File: config.mk
export PLATFORM = sky130hd
export DESIGN_NAME = vram_write_scheduler_flat
export DESIGN_NICKNAME = d
export VERILOG_FILES = /design/src/rtl/vram_write_scheduler_pkg.sv /design/src/rtl/vram_write_scheduler_if.sv /design/src/rtl/vram_write_scheduler_fifo.sv /design/src/rtl/vram_write_scheduler.sv /design/src/flat_wrapper.sv
export SDC_FILE = /design/constraint.sdc
export NUM_CORES = 1
export LEC_CHECK = 0
export ABC_AREA = 1
export CAP_MARGIN = 0
export CORE_AREA = 4 4 137 139
export CTS_CLUSTER_SIZE = 30
export DETAILED_ROUTE_END_ITERATION = 7
export DIE_AREA = 0 0 141 143
export HOLD_SLACK_MARGIN = 0.1
export PLACE_DENSITY = 0.68
export REMOVE_ABC_BUFFERS = 1
export SKIP_CTS_REPAIR_TIMING = 1
export SYNTH_ARGS = -nofsm -noshare
export SYNTH_HDL_FRONTEND = slang
export SYNTH_HIERARCHICAL = 1
export SYNTH_SLANG_ARGS = --single-unit
export TNS_END_PERCENT = 1
File: constraint.sdc
create_clock -name Clock -period 7.27 [get_ports Clock]
set_input_delay 1.454 -clock Clock [delete_from_list [all_inputs] [get_ports Clock]]
set_output_delay 1.454 -clock Clock [all_outputs]
set_load 0.005 [all_outputs]
File: src/rtl/vram_write_scheduler_pkg.sv
// Shared types and constants for the VideoMemory write-port scheduler:
// fill FSM state encoding, arbitration grant encoding and bus widths.
package vga_sched_pkg;

  localparam int ADDR_W  = 16;
  localparam int COLOR_W = 3;

  typedef enum logic [1:0] {
    IDLE = 2'd0,
    FILL = 2'd1,
    DONE = 2'd2
  } fill_state_e;

  typedef enum logic {
    GNT_CPU  = 1'b0,
    GNT_FILL = 1'b1
  } grant_e;

endpackage

File: src/rtl/vram_write_scheduler_if.sv
// Bundle of CPU pixel-write, fill-engine and RAM write-port signals.
// slave = the scheduler, master = the execute stage / RAM side.
interface vram_write_scheduler_if #(
  parameter int COORD_W = 8,
  parameter int COLOR_W = 3
);
  import vga_sched_pkg::*;

  // Handshake: iCpuWrite and iFillStart are single-cycle pulses with no
  // back-pressure (there is no ready); oWriteEnable alone qualifies
  // oWriteAddress/oDataIn in the cycle it is high.
  logic               iCpuWrite;
  logic [COORD_W-1:0] iCpuCol;
  logic [COORD_W-1:0] iCpuRow;
  logic [COLOR_W-1:0] iCpuColor;
  logic               iFillStart;
  logic [COORD_W-1:0] iFillCol0;
  logic [COORD_W-1:0] iFillRow0;
  logic [COORD_W-1:0] iFillCol1;
  logic [COORD_W-1:0] iFillRow1;
  logic [COLOR_W-1:0] iFillColor;

  logic                 oFillBusy;
  logic                 oFillDone;
  logic                 oCpuOverflow;
  logic                 oWriteEnable;
  logic [2*COORD_W-1:0] oWriteAddress;
  logic [COLOR_W-1:0]   oDataIn;
  fill_state_e          dbgState;

  modport slave (
    input  iCpuWrite, iCpuCol, iCpuRow, iCpuColor,
    input  iFillStart, iFillCol0, iFillRow0, iFillCol1, iFillRow1, iFillColor,
    output oFillBusy, oFillDone, oCpuOverflow,
    output oWriteEnable, oWriteAddress, oDataIn, dbgState
  );

  modport master (
    output iCpuWrite, iCpuCol, iCpuRow, iCpuColor,
    output iFillStart, iFillCol0, iFillRow0, iFillCol1, iFillRow1, iFillColor,
    input  oFillBusy, oFillDone, oCpuOverflow,
    input  oWriteEnable, oWriteAddress, oDataIn, dbgState
  );

endinterface

File: src/rtl/vram_write_scheduler_fifo.sv
// Small synchronous FIFO holding CPU pixel writes that lost arbitration.
// A push while full is accepted only when a pop happens in the same cycle.
module pixel_write_fifo #(
  parameter int WIDTH = 19,
  parameter int DEPTH = 4
) (
  input  logic             Clock,
  input  logic             Reset,
  input  logic             iPush,
  input  logic [WIDTH-1:0] iData,
  input  logic             iPop,
  output logic [WIDTH-1:0] oData,
  output logic             oFull,
  output logic             oEmpty
);
  localparam int PW = $clog2(DEPTH);
  localparam logic [PW:0] FULL_CNT = (PW+1)'(DEPTH);

  logic [WIDTH-1:0] mem [DEPTH];
  logic [PW-1:0]    rdPtr;
  logic [PW-1:0]    wrPtr;
  logic [PW:0]      count;
  logic             doPush;
  logic             doPop;

  assign oEmpty = (count == '0);
  assign oFull  = (count == FULL_CNT);
  assign oData  = mem[rdPtr];
  assign doPop  = iPop && !oEmpty;
  assign doPush = iPush && (!oFull || doPop);

  always_ff @(posedge Clock) begin
    if (doPush) mem[wrPtr] <= iData;
  end

  always_ff @(posedge Clock) begin
    if (Reset) begin
      rdPtr <= '0;
      wrPtr <= '0;
      count <= '0;
    end else begin
      if (doPush) wrPtr <= wrPtr + 1'b1;
      if (doPop)  rdPtr <= rdPtr + 1'b1;
      count <= count + {{PW{1'b0}}, doPush} - {{PW{1'b0}}, doPop};
    end
  end

endmodule

File: src/rtl/vram_write_scheduler.sv
// Arbitrates the VideoMemory write port between CPU pixel writes and a
// rectangle-fill engine. Optional macro VRAM_CLEAR_ON_RESET_EN clears the screen after reset.
module vram_write_scheduler #(
  parameter int COORD_W    = 8,
  parameter int COLOR_W    = 3,
  parameter int FIFO_DEPTH = 4
) (
  input logic                   Clock,
  input logic                   Reset,
  vram_write_scheduler_if.slave bus
);
  import vga_sched_pkg::*;

  localparam int AW = 2 * COORD_W;
  localparam int EW = AW + COLOR_W;

  fill_state_e        rState, nextState;
  grant_e             rLastGrant;
  logic [COORD_W-1:0] rCol, rRow, rColMin, rColMax, rRowMax;
  logic [COLOR_W-1:0] rFillColor;
  logic               rOverflow, rWe;
  logic [AW-1:0]      rAddr;
  logic [COLOR_W-1:0] rData;

  logic [EW-1:0]      incoming, fifoHead, cpuCand;
  logic               fifoEmpty, fifoFull, fifoPush, fifoPop;
  logic               cpuPending, fillPending, grantCpu, grantFill;
  logic               fillLast, dropWrite, startReq;
  logic [COORD_W-1:0] startColMin, startColMax, startRowMin, startRowMax;
  logic [COLOR_W-1:0] startColor;

`ifdef VRAM_CLEAR_ON_RESET_EN
  logic rClearPending;

  always_ff @(posedge Clock) begin
    if (Reset)                rClearPending <= 1'b1;
    else if (rState == IDLE)  rClearPending <= 1'b0;
  end
`endif

  // Corner normalisation so swapped corners scan identically.
  always_comb begin
    startReq    = bus.iFillStart;
    startColMin = (bus.iFillCol0 < bus.iFillCol1) ? bus.iFillCol0 : bus.iFillCol1;
    startColMax = (bus.iFillCol0 < bus.iFillCol1) ? bus.iFillCol1 : bus.iFillCol0;
    startRowMin = (bus.iFillRow0 < bus.iFillRow1) ? bus.iFillRow0 : bus.iFillRow1;
    startRowMax = (bus.iFillRow0 < bus.iFillRow1) ? bus.iFillRow1 : bus.iFillRow0;
    startColor  = bus.iFillColor;
`ifdef VRAM_CLEAR_ON_RESET_EN
    if (rClearPending) begin
      startReq    = 1'b1;
      startColMin = '0;
      startColMax = '1;
      startRowMin = '0;
      startRowMax = '1;
      startColor  = '0;
    end
`endif
  end

  // Bypass: an empty FIFO lets the incoming write compete directly.
  always_comb begin
    incoming    = {bus.iCpuCol, bus.iCpuRow, bus.iCpuColor};
    cpuPending  = !fifoEmpty || bus.iCpuWrite;
    cpuCand     = fifoEmpty ? incoming : fifoHead;
    fillPending = (rState == FILL);
    grantCpu    = cpuPending && (!fillPending || rLastGrant == GNT_FILL);
    grantFill   = fillPending && !grantCpu;
    fifoPop     = grantCpu && !fifoEmpty;
    fifoPush    = bus.iCpuWrite && !(grantCpu && fifoEmpty);
    dropWrite   = fifoPush && fifoFull && !fifoPop;
    fillLast    = (rCol == rColMax) && (rRow == rRowMax);
  end

  pixel_write_fifo #(
    .WIDTH (EW),
    .DEPTH (FIFO_DEPTH)
  ) uFifo (
    .Clock  (Clock),
    .Reset  (Reset),
    .iPush  (fifoPush),
    .iData  (incoming),
    .iPop   (fifoPop),
    .oData  (fifoHead),
    .oFull  (fifoFull),
    .oEmpty (fifoEmpty)
  );

  always_comb begin
    nextState = rState;
    case (rState)
      IDLE:    if (startReq) nextState = FILL;
      FILL:    if (grantFill && fillLast) nextState = DONE;
      DONE:    nextState = IDLE;
      default: nextState = IDLE;
    endcase
  end

  always_ff @(posedge Clock) begin
    if (Reset) rState <= IDLE;
    else       rState <= nextState;
  end

  always_ff @(posedge Clock) begin
    if (Reset) begin
      rCol       <= '0;
      rRow       <= '0;
      rColMin    <= '0;
      rColMax    <= '0;
      rRowMax    <= '0;
      rFillColor <= '0;
      rLastGrant <= GNT_FILL;
      rOverflow  <= 1'b0;
      rWe        <= 1'b0;
      rAddr      <= '0;
      rData      <= '0;
    end else begin
      if (rState == IDLE && startReq) begin
        rCol       <= startColMin;
        rRow       <= startRowMin;
        rColMin    <= startColMin;
        rColMax    <= startColMax;
        rRowMax    <= startRowMax;
        rFillColor <= startColor;
      end else if (grantFill) begin
        // Equality test before increment keeps the last coordinate from wrapping.
        if (rCol == rColMax) begin
          if (rRow != rRowMax) begin
            rCol <= rColMin;
            rRow <= rRow + 1'b1;
          end
        end else begin
          rCol <= rCol + 1'b1;
        end
      end

      if (grantCpu)       rLastGrant <= GNT_CPU;
      else if (grantFill) rLastGrant <= GNT_FILL;
      if (dropWrite)      rOverflow  <= 1'b1;

      rWe <= grantCpu || grantFill;
      if (grantCpu) begin
        rAddr <= cpuCand[EW-1:COLOR_W];
        rData <= cpuCand[COLOR_W-1:0];
      end else if (grantFill) begin
        rAddr <= {rCol, rRow};
        rData <= rFillColor;
      end else begin
        rAddr <= '0;
        rData <= '0;
      end
    end
  end

  assign bus.oFillBusy     = (rState != IDLE);
  assign bus.oFillDone     = (rState == DONE);
  assign bus.oCpuOverflow  = rOverflow;
  assign bus.oWriteEnable  = rWe;
  assign bus.oWriteAddress = rAddr;
  assign bus.oDataIn       = rData;
  assign bus.dbgState      = rState;

endmodule

File: src/flat_wrapper.sv
// flat-port wrapper written by rule: the top's interface ports become plain ports
module vram_write_scheduler_flat import vga_sched_pkg::*;
#(
  parameter int COORD_W    = 8,
  parameter int COLOR_W    = 3,
  parameter int FIFO_DEPTH = 4
)
  (Clock, Reset, bus_iCpuWrite, bus_iCpuCol, bus_iCpuRow, bus_iCpuColor, bus_iFillStart, bus_iFillCol0, bus_iFillRow0, bus_iFillCol1, bus_iFillRow1, bus_iFillColor, bus_oFillBusy, bus_oFillDone, bus_oCpuOverflow, bus_oWriteEnable, bus_oWriteAddress, bus_oDataIn, bus_dbgState);
  vram_write_scheduler_if #(.COORD_W(COORD_W), .COLOR_W(COLOR_W)) bus_i ();
  input logic Clock;
  input logic Reset;
  input wire logic [$bits(bus_i.iCpuWrite)-1:0] bus_iCpuWrite;
  input wire logic [$bits(bus_i.iCpuCol)-1:0] bus_iCpuCol;
  input wire logic [$bits(bus_i.iCpuRow)-1:0] bus_iCpuRow;
  input wire logic [$bits(bus_i.iCpuColor)-1:0] bus_iCpuColor;
  input wire logic [$bits(bus_i.iFillStart)-1:0] bus_iFillStart;
  input wire logic [$bits(bus_i.iFillCol0)-1:0] bus_iFillCol0;
  input wire logic [$bits(bus_i.iFillRow0)-1:0] bus_iFillRow0;
  input wire logic [$bits(bus_i.iFillCol1)-1:0] bus_iFillCol1;
  input wire logic [$bits(bus_i.iFillRow1)-1:0] bus_iFillRow1;
  input wire logic [$bits(bus_i.iFillColor)-1:0] bus_iFillColor;
  output wire logic [$bits(bus_i.oFillBusy)-1:0] bus_oFillBusy;
  output wire logic [$bits(bus_i.oFillDone)-1:0] bus_oFillDone;
  output wire logic [$bits(bus_i.oCpuOverflow)-1:0] bus_oCpuOverflow;
  output wire logic [$bits(bus_i.oWriteEnable)-1:0] bus_oWriteEnable;
  output wire logic [$bits(bus_i.oWriteAddress)-1:0] bus_oWriteAddress;
  output wire logic [$bits(bus_i.oDataIn)-1:0] bus_oDataIn;
  output wire logic [$bits(bus_i.dbgState)-1:0] bus_dbgState;
  assign bus_i.iCpuWrite = bus_iCpuWrite;
  assign bus_i.iCpuCol = bus_iCpuCol;
  assign bus_i.iCpuRow = bus_iCpuRow;
  assign bus_i.iCpuColor = bus_iCpuColor;
  assign bus_i.iFillStart = bus_iFillStart;
  assign bus_i.iFillCol0 = bus_iFillCol0;
  assign bus_i.iFillRow0 = bus_iFillRow0;
  assign bus_i.iFillCol1 = bus_iFillCol1;
  assign bus_i.iFillRow1 = bus_iFillRow1;
  assign bus_i.iFillColor = bus_iFillColor;
  assign bus_oFillBusy = bus_i.oFillBusy;
  assign bus_oFillDone = bus_i.oFillDone;
  assign bus_oCpuOverflow = bus_i.oCpuOverflow;
  assign bus_oWriteEnable = bus_i.oWriteEnable;
  assign bus_oWriteAddress = bus_i.oWriteAddress;
  assign bus_oDataIn = bus_i.oDataIn;
  assign bus_dbgState = bus_i.dbgState;
  vram_write_scheduler #(.COORD_W(COORD_W), .COLOR_W(COLOR_W), .FIFO_DEPTH(FIFO_DEPTH)) u_core (.Clock(Clock), .Reset(Reset), .bus(bus_i));
endmodule
; Word-level counts from Yosys, hierarchy flattened
; Memories as Yosys holds them, arrays and structs flattened. A register that Yosys moved wholly into a read port is not among the register bits.
; Cells that the tools add are included.
[classes]
n_addsub = 6
magnitude_cmp = 2
n_eq_ne = 9
n_mux = 26
n_reduce_logical = 32
[op_table]
columns = operator, n
row1 = two-way mux 8 bit, 12
row2 = two-way mux 16 bit, 2
row3 = two-way mux 19 bit, 1
row4 = "adder 8 x 1 -> 8 bit, second input constant", 2
row5 = == test 8 bit, 2
row6 = < comparator 8 bit, 2
row7 = logical AND 1 bit, 12
row8 = nonzero test 2 bit, 5
row9 = two-way mux 2 bit, 4
row10 = != test 8 bit, 1
row11 = zero test 1 bit, 6
row12 = two-way mux 3 bit, 2
row13 = "adder 2 x 1 -> 2 bit, second input constant", 2
row14 = logical OR 1 bit, 4
row15 = two-way mux 1 bit, 4
row16 = "!= test 2 bit, second input constant", 2
row17 = one-hot mux 2 bit (2 select lines), 1
row18 = AND reduction 2 bit, 2
row19 = adder 3 x 1 -> 3 bit, 1
row20 = "== test 3 bit, second input constant", 1
row21 = zero test 3 bit, 1
row22 = "!= test 3 bit, second input constant", 1
row23 = AND reduction 3 bit, 1
row24 = subtractor 3 x 1 -> 3 bit, 1
row25 = other kinds (3), 3
[word_totals]
ff_bits = 74
ramBits = 76
inputBits = 58
word_cells = 91
memories = 1
[mem_list]
columns = name, words, width, read_ports, rd_ports_with_merged_regs, write_ports, line
row1 = u_core.uFifo.mem, 4, 19, 1, 1, 1, vram_write_scheduler_fifo.sv:19  ; logic [WIDTH-1:0] mem [DEPTH];

; Longest topological paths before layout
[depth]
ltp_word = 10
ltp_mapped = 17
mapped_depth_nobuf = 16

; By module
; Netlist, hierarchy kept.
[modules_own_cells]
columns = mod, n_inst, cells_each, area_each_um2, seq_area_each_um2
row1 = vram_write_scheduler, 1, 703, 4371.7, 1341.3
row2 = pixel_write_fifo, 1, 255, 3359.5, 2462.4

; Worst setup path before layout
; Ideal clock, no wire load.
[synth_timing]
kind = input -> register
startpoint = input port bus_iCpuWrite
endpoint = memory u_core.uFifo.mem[0][0] (enable)
t_arrival_ns = 3.247
required_time_ns = 6.875
setup_slack_ns = 3.628
stages = 10
path_buffers = 1
path_cell_list = inv_1 -> nand2_1 -> nand2_2 -> inv_2 -> nand2_1 -> inv_2 -> buf_2 -> nor2_1 -> nand2_1 -> nor2_1
[synth_via]
elab_chain_cells = 8
word_cells_on_any_way = 11
classes_between = 2 x mux / 9 x reduce/logical
[synth_lines]
columns = item, line
row1 = start: declaration, flat_wrapper.sv:12  ; input wire logic [$bits(bus_i.iCpuWrite)-1:0] bus_iCpuWrite;
row2 = logical OR 1 bit, vram_write_scheduler.sv:64  ; cpuPending = !fifoEmpty || bus.iCpuWrite;
row3 = logical AND 1 bit, vram_write_scheduler.sv:67  ; grantCpu = cpuPending && (!fillPending || rLastGrant == GNT_FILL);
row4 = logical AND 1 bit, vram_write_scheduler.sv:70  ; fifoPush = bus.iCpuWrite && !(grantCpu && fifoEmpty);
row5 = zero test 1 bit, vram_write_scheduler.sv:70
row6 = logical AND 1 bit (*), vram_write_scheduler.sv:70
row7 = via u_core.fifoPush, vram_write_scheduler.sv:26  ; logic fifoEmpty, fifoFull, fifoPush, fifoPop;
row8 = logical AND 1 bit (*), vram_write_scheduler_fifo.sv:30  ; assign doPush = iPush && (!oFull || doPop);
row9 = two-way mux 1 bit (*), vram_write_scheduler_fifo.sv:33  ; if (doPush) mem[wrPtr] <= iData;
row10 = two-way mux 1 bit (not written as such) (*), vram_write_scheduler_fifo.sv:33
row11 = end: declaration, vram_write_scheduler_fifo.sv:19
; Mark *: on every way through the listed nets, which the timed path passes. The rest lies on a longest branch.

; Worst setup path in the final report
[layout_timing]
startpoint = input port bus_iFillCol1[7]
endpoint = register u_core.rColMax[7]
[layout_via]
elab_chain_cells = 2
[layout_lines]
columns = item, line
row1 = start: declaration, flat_wrapper.sv:19  ; input wire logic [$bits(bus_i.iFillCol1)-1:0] bus_iFillCol1;
row2 = < comparator 8 bit, vram_write_scheduler.sv:45  ; startColMax = (bus.iFillCol0 < bus.iFillCol1) ? bus.iFillCol1 : bus.iFillCol0;
row3 = two-way mux 8 bit (*), vram_write_scheduler.sv:45
row4 = end signal: assignment, vram_write_scheduler.sv:122  ; rColMax <= startColMax;
row5 = end: declaration, vram_write_scheduler.sv:19  ; logic [COORD_W-1:0] rCol, rRow, rColMin, rColMax, rRowMax;
; Mark *: on every way between the ends. The rest lies on a longest branch, timed or not.
; A chain may end at the register's enable or synchronous reset.

==> reports/qor.txt <==
STATUS
---------------------------------------------------------------------------------
Run status                                                           finished clean

WORST SETUP PATH
---------------------------------------------------------------------------------
Largest fanout of any net on the critical path                                 24
CP Launch Type                                                         input port
Worst setup path category                                               in -> reg
Setup crit end kind                                                      register
Data required time at the worst endpoint                                  7600 ps
Arrival time reported for the critical path endpoint                      4010 ps

RUN
---------------------------------------------------------------------------------
MaxCap Viol Count                                                               0

GLOBAL ROUTE
---------------------------------------------------------------------------------
Vias in the first global route                                               5822
Maximum number of pins on one net before global-route repair                   56
Antenna violations before repair                                                0
Remaining global-route overflow                                                 0
Global-route usage over all layers                                         18.19%
Wire length of the first global-routing pass                             29050 um

TIMING
---------------------------------------------------------------------------------
Minimum period implied by the final worst setup slack                     3677 ps
Max Fclk                                                               0.2720 GHz
Final critical-path share of the clock period                              50.57%
RSZ-0062 raised after global routing                                           no
Worst setup skew after layout                                            9.216 ps
Final hold vios                                                                 0
Worst Max-Slew Pin Slew                                                  935.2 ps
Total Negative Setup Slacks                                                  0 ps
Hold slack final                                                         467.3 ps
Number of failing setup endpoints in the final timing report                    0
Slew margin rel.                                                           37.59%
Final count of pins violating max slew                                          0

PLACE
---------------------------------------------------------------------------------
# placed instances                                                           1230
Final GP Congestion                                                        0.7923
Buffers added on ports                                                         82
HPWL after detailed placement                                            11690 um
Placed Area                                                          0.008613 mm2

SYNTH
---------------------------------------------------------------------------------
Mapped Cells                                                                  958
Number of library cell types mapped by synthesis                               37
Synthesis Warnings                                                              6
Proportion of netlist area held by the largest area contributor            29.52%
Adder and majority gate portion of the synthesized area                    3.658%
Total standard cell area after synthesis                             0.007731 mm2
Post-synth EDFFs                                                               76
Biggest area contributors in the synthesized netlist                 edfxtp_1 30%, dfxtp_1 20%, nand2_1 11%, nor2_1 6.6%, inv_1 4.9%
Top cells by instance count after synthesis                          228 x nand2_1, 135 x nor2_1, 101 x inv_1
Xor-xnor portion of the synthesized cell area                              1.910%
Compound-cell area share of the yosys netlist                              11.13%
Library cell with the highest instance count after synthesis              nand2_1
Synth Area per Inst                                                     8.070 um2
Share of synthesized area spent on multiplexers                                0%
Sequential area share after synthesis                                      49.20%
FFs w/ async S/R, synth                                                        0%
Main combinational cell family by area after synthesis               simple AND/OR/NAND/NOR gates
Synthesized flop and latch total                                              152
Largest area contributor in the netlist                                  edfxtp_1
Main synth FF type                                                       edfxtp_1
Simple-gate area share of the yosys netlist                                25.38%

DIE
---------------------------------------------------------------------------------
Die width                                                                  141 um
Number of placed I/O pins                                                      83
Initial Util                                                               43.79%
CORE AREA                                                             0.01766 mm2
Number of rows created at floorplan                                            49
Vertical die dimension                                                     143 um
Total Die Area                                                        0.02016 mm2

POWER AND IR DROP
---------------------------------------------------------------------------------
Fraction of power consumed by combinational cells                           31.1%
Switching power of the nets                                              999.6 uW
Part of the power in registers                                              38.7%
Leakage component of the power                                        0.003912 uW
Switching power as a share of total power                                  33.11%
P_int                                                                     2019 uW
Power density over cell area                                         327.0 mW/mm2
IR drop worst, VDD                                                    0.0001905 V
Relative contribution of the clock network to total power                   30.2%

CLOCK TREE
---------------------------------------------------------------------------------
CTS sink count                                                                152
H-tree levels                                                                   4
Worst-skew pair later-pin latency                                          430 ps
Clock buffers created by TritonCTS                                             17
Register clock-pin slew on the reported worst setup and hold paths          60 ps
TritonCTS clock tree                                                         done
CTS Root Buffer Type                                                    clkbuf_16
Number of buffers on the longest clock path                                     2

FINISH
---------------------------------------------------------------------------------
Fraction of final layout cells with drive strength greater than 1          6.583%
Number of nets in the final layout                                           1100
Multi-input logic area                                               0.003253 mm2
Register area                                                        0.003804 mm2
Layout Cells excl Fill                                                       1262
Number of filler instances in the final layout                               1677
Post-route standard cell area excluding fillers                      0.009231 mm2
Layout overhead on the synthesized area                                    19.40%
Antenna Cells                                                                   0
Fin util                                                                   52.28%

DETAILED ROUTING
---------------------------------------------------------------------------------
Count of unresolved DRC violations after routing                                0
Remaining antenna violation count after routing                                 0
Total detailed-routing wirelength                                        17890 um
Count of vias placed by the detailed router                                  6327
Via-to-Cell Ratio                                                           5.013
Initial detailed-routing violation count                                      509
Pre-antenna DRT Iters                                                           5
Average wire per cell in the routed design                               14.18 um

MIN PATH
---------------------------------------------------------------------------------
Type of the worst min-delay path                                       reg -> reg

## state kept, by name, summed over array words and instances, names as in the netlist, named ones only
signal and cells:
u_core/rLastGrant 1, u_core/rColMax 8, u_core/bus.dbgState 2, u_core/uFifo/wrPtr 2, u_core/rCol 8, u_core/uFifo/count 3
u_core/uFifo/rdPtr 2, u_core/rRow 8, u_core/rColMin 8, u_core/rFillColor 3, u_core/bus.oWriteAddress 16, u_core/rRowMax 8
u_core/bus.oDataIn 3, u_core/bus.oWriteEnable 1, u_core/bus.oCpuOverflow 1, u_core/uFifo/mem 76
## area by class of cell
class | instances | share of cell area (%)
flip-flops and latches | 152 | 41.20
multi-input cells | 652 | 35.24
repair buffers | 88 | 9.325
clock buffers | 22 | 5.150
inverters | 109 | 4.432
well taps | 229 | 3.104
clock inverters | 10 | 1.545
## layer usage
layer  up-vias  wire length [um]  track usage [%]
met5         -                 0                0
met4         0               347            7.139
met1      2874              8261            23.68
li1       3256                 -                -
met3        22               835            2.914
met2       175              8446            30.57
## per-stage QoR
stage	worst slack, ps	power, uW
finish	3593	3019
global placement	3271	2102
global route	3292	3202
CTS	3614	3036
floorplan	3691	1757
detailed placement	3158	2120
## worst max-delay path, stage by stage
cell and delay, ps:
clkdlybuf4s50_1 480, inv_1 70, ha_1 290, nand2_1 70
inv_1 30, nor2_1 90, o21a_1 460, nand2_1 530
a21oi_1 270, o21ai_0 130, nand2_1 90, inv_1 40
## placed cells by master (no fill, tap or decap), types with 7 or more instances in the layout
cell type        netlist  final
a21oi_1               58     58
a31oi_1               20     20
clkbuf_16              0     18
clkdlybuf4s50_1        0     81
dfxtp_1               76     76
edfxtp_1              76     76
ha_1                  21     21
inv_1                101    101
inv_2                  8      8
nand2_1              228    228
nand3_1               55     55
nand4_1               12     12
nor2_1               135    135
o21ai_0               52     52
o21ai_1                7      7
o22ai_1               19     19
xnor2_1                9      9
## final timing paths
path | start | to | slack (ps) | depth (start not counted)
hold reg to reg | u_core/rColMin[2] | u_core/rColMin[2] | 470 | 2
setup reg to reg | u_core/uFifo/count[1] | u_core/uFifo/count[2] | 4500 | 16
hold / removal | u_core/rColMin[2] | u_core/rColMin[2] | 470 | 2
setup / recovery | bus_iFillCol1[7] | u_core/rColMax[7] | 3590 | 12
## power groups by stage
stage	Combinational, uW	Clock [uW]	Sequential, uW
4_1_cts	943	925	1170
5_1_grt	1060	959	1190
6_report	938	913	1170
2_1_floorplan	566	0	1190
3_5_place_dp	934	0	1190
3_3_place_gp	920	0	1180
## cells by family (layout without fill, tap and decap cells)
kind of cell,after synthesis,count (layout)
and+or+nand+nor,454,454
AOI/OAI and AO/OA,160,160
buffers and inverters,154,229
DFF,152,152
adders and majority gates,22,22
xor gates and xnor gates,16,16
No activity file was read; power rests on OpenSTA's default activity.
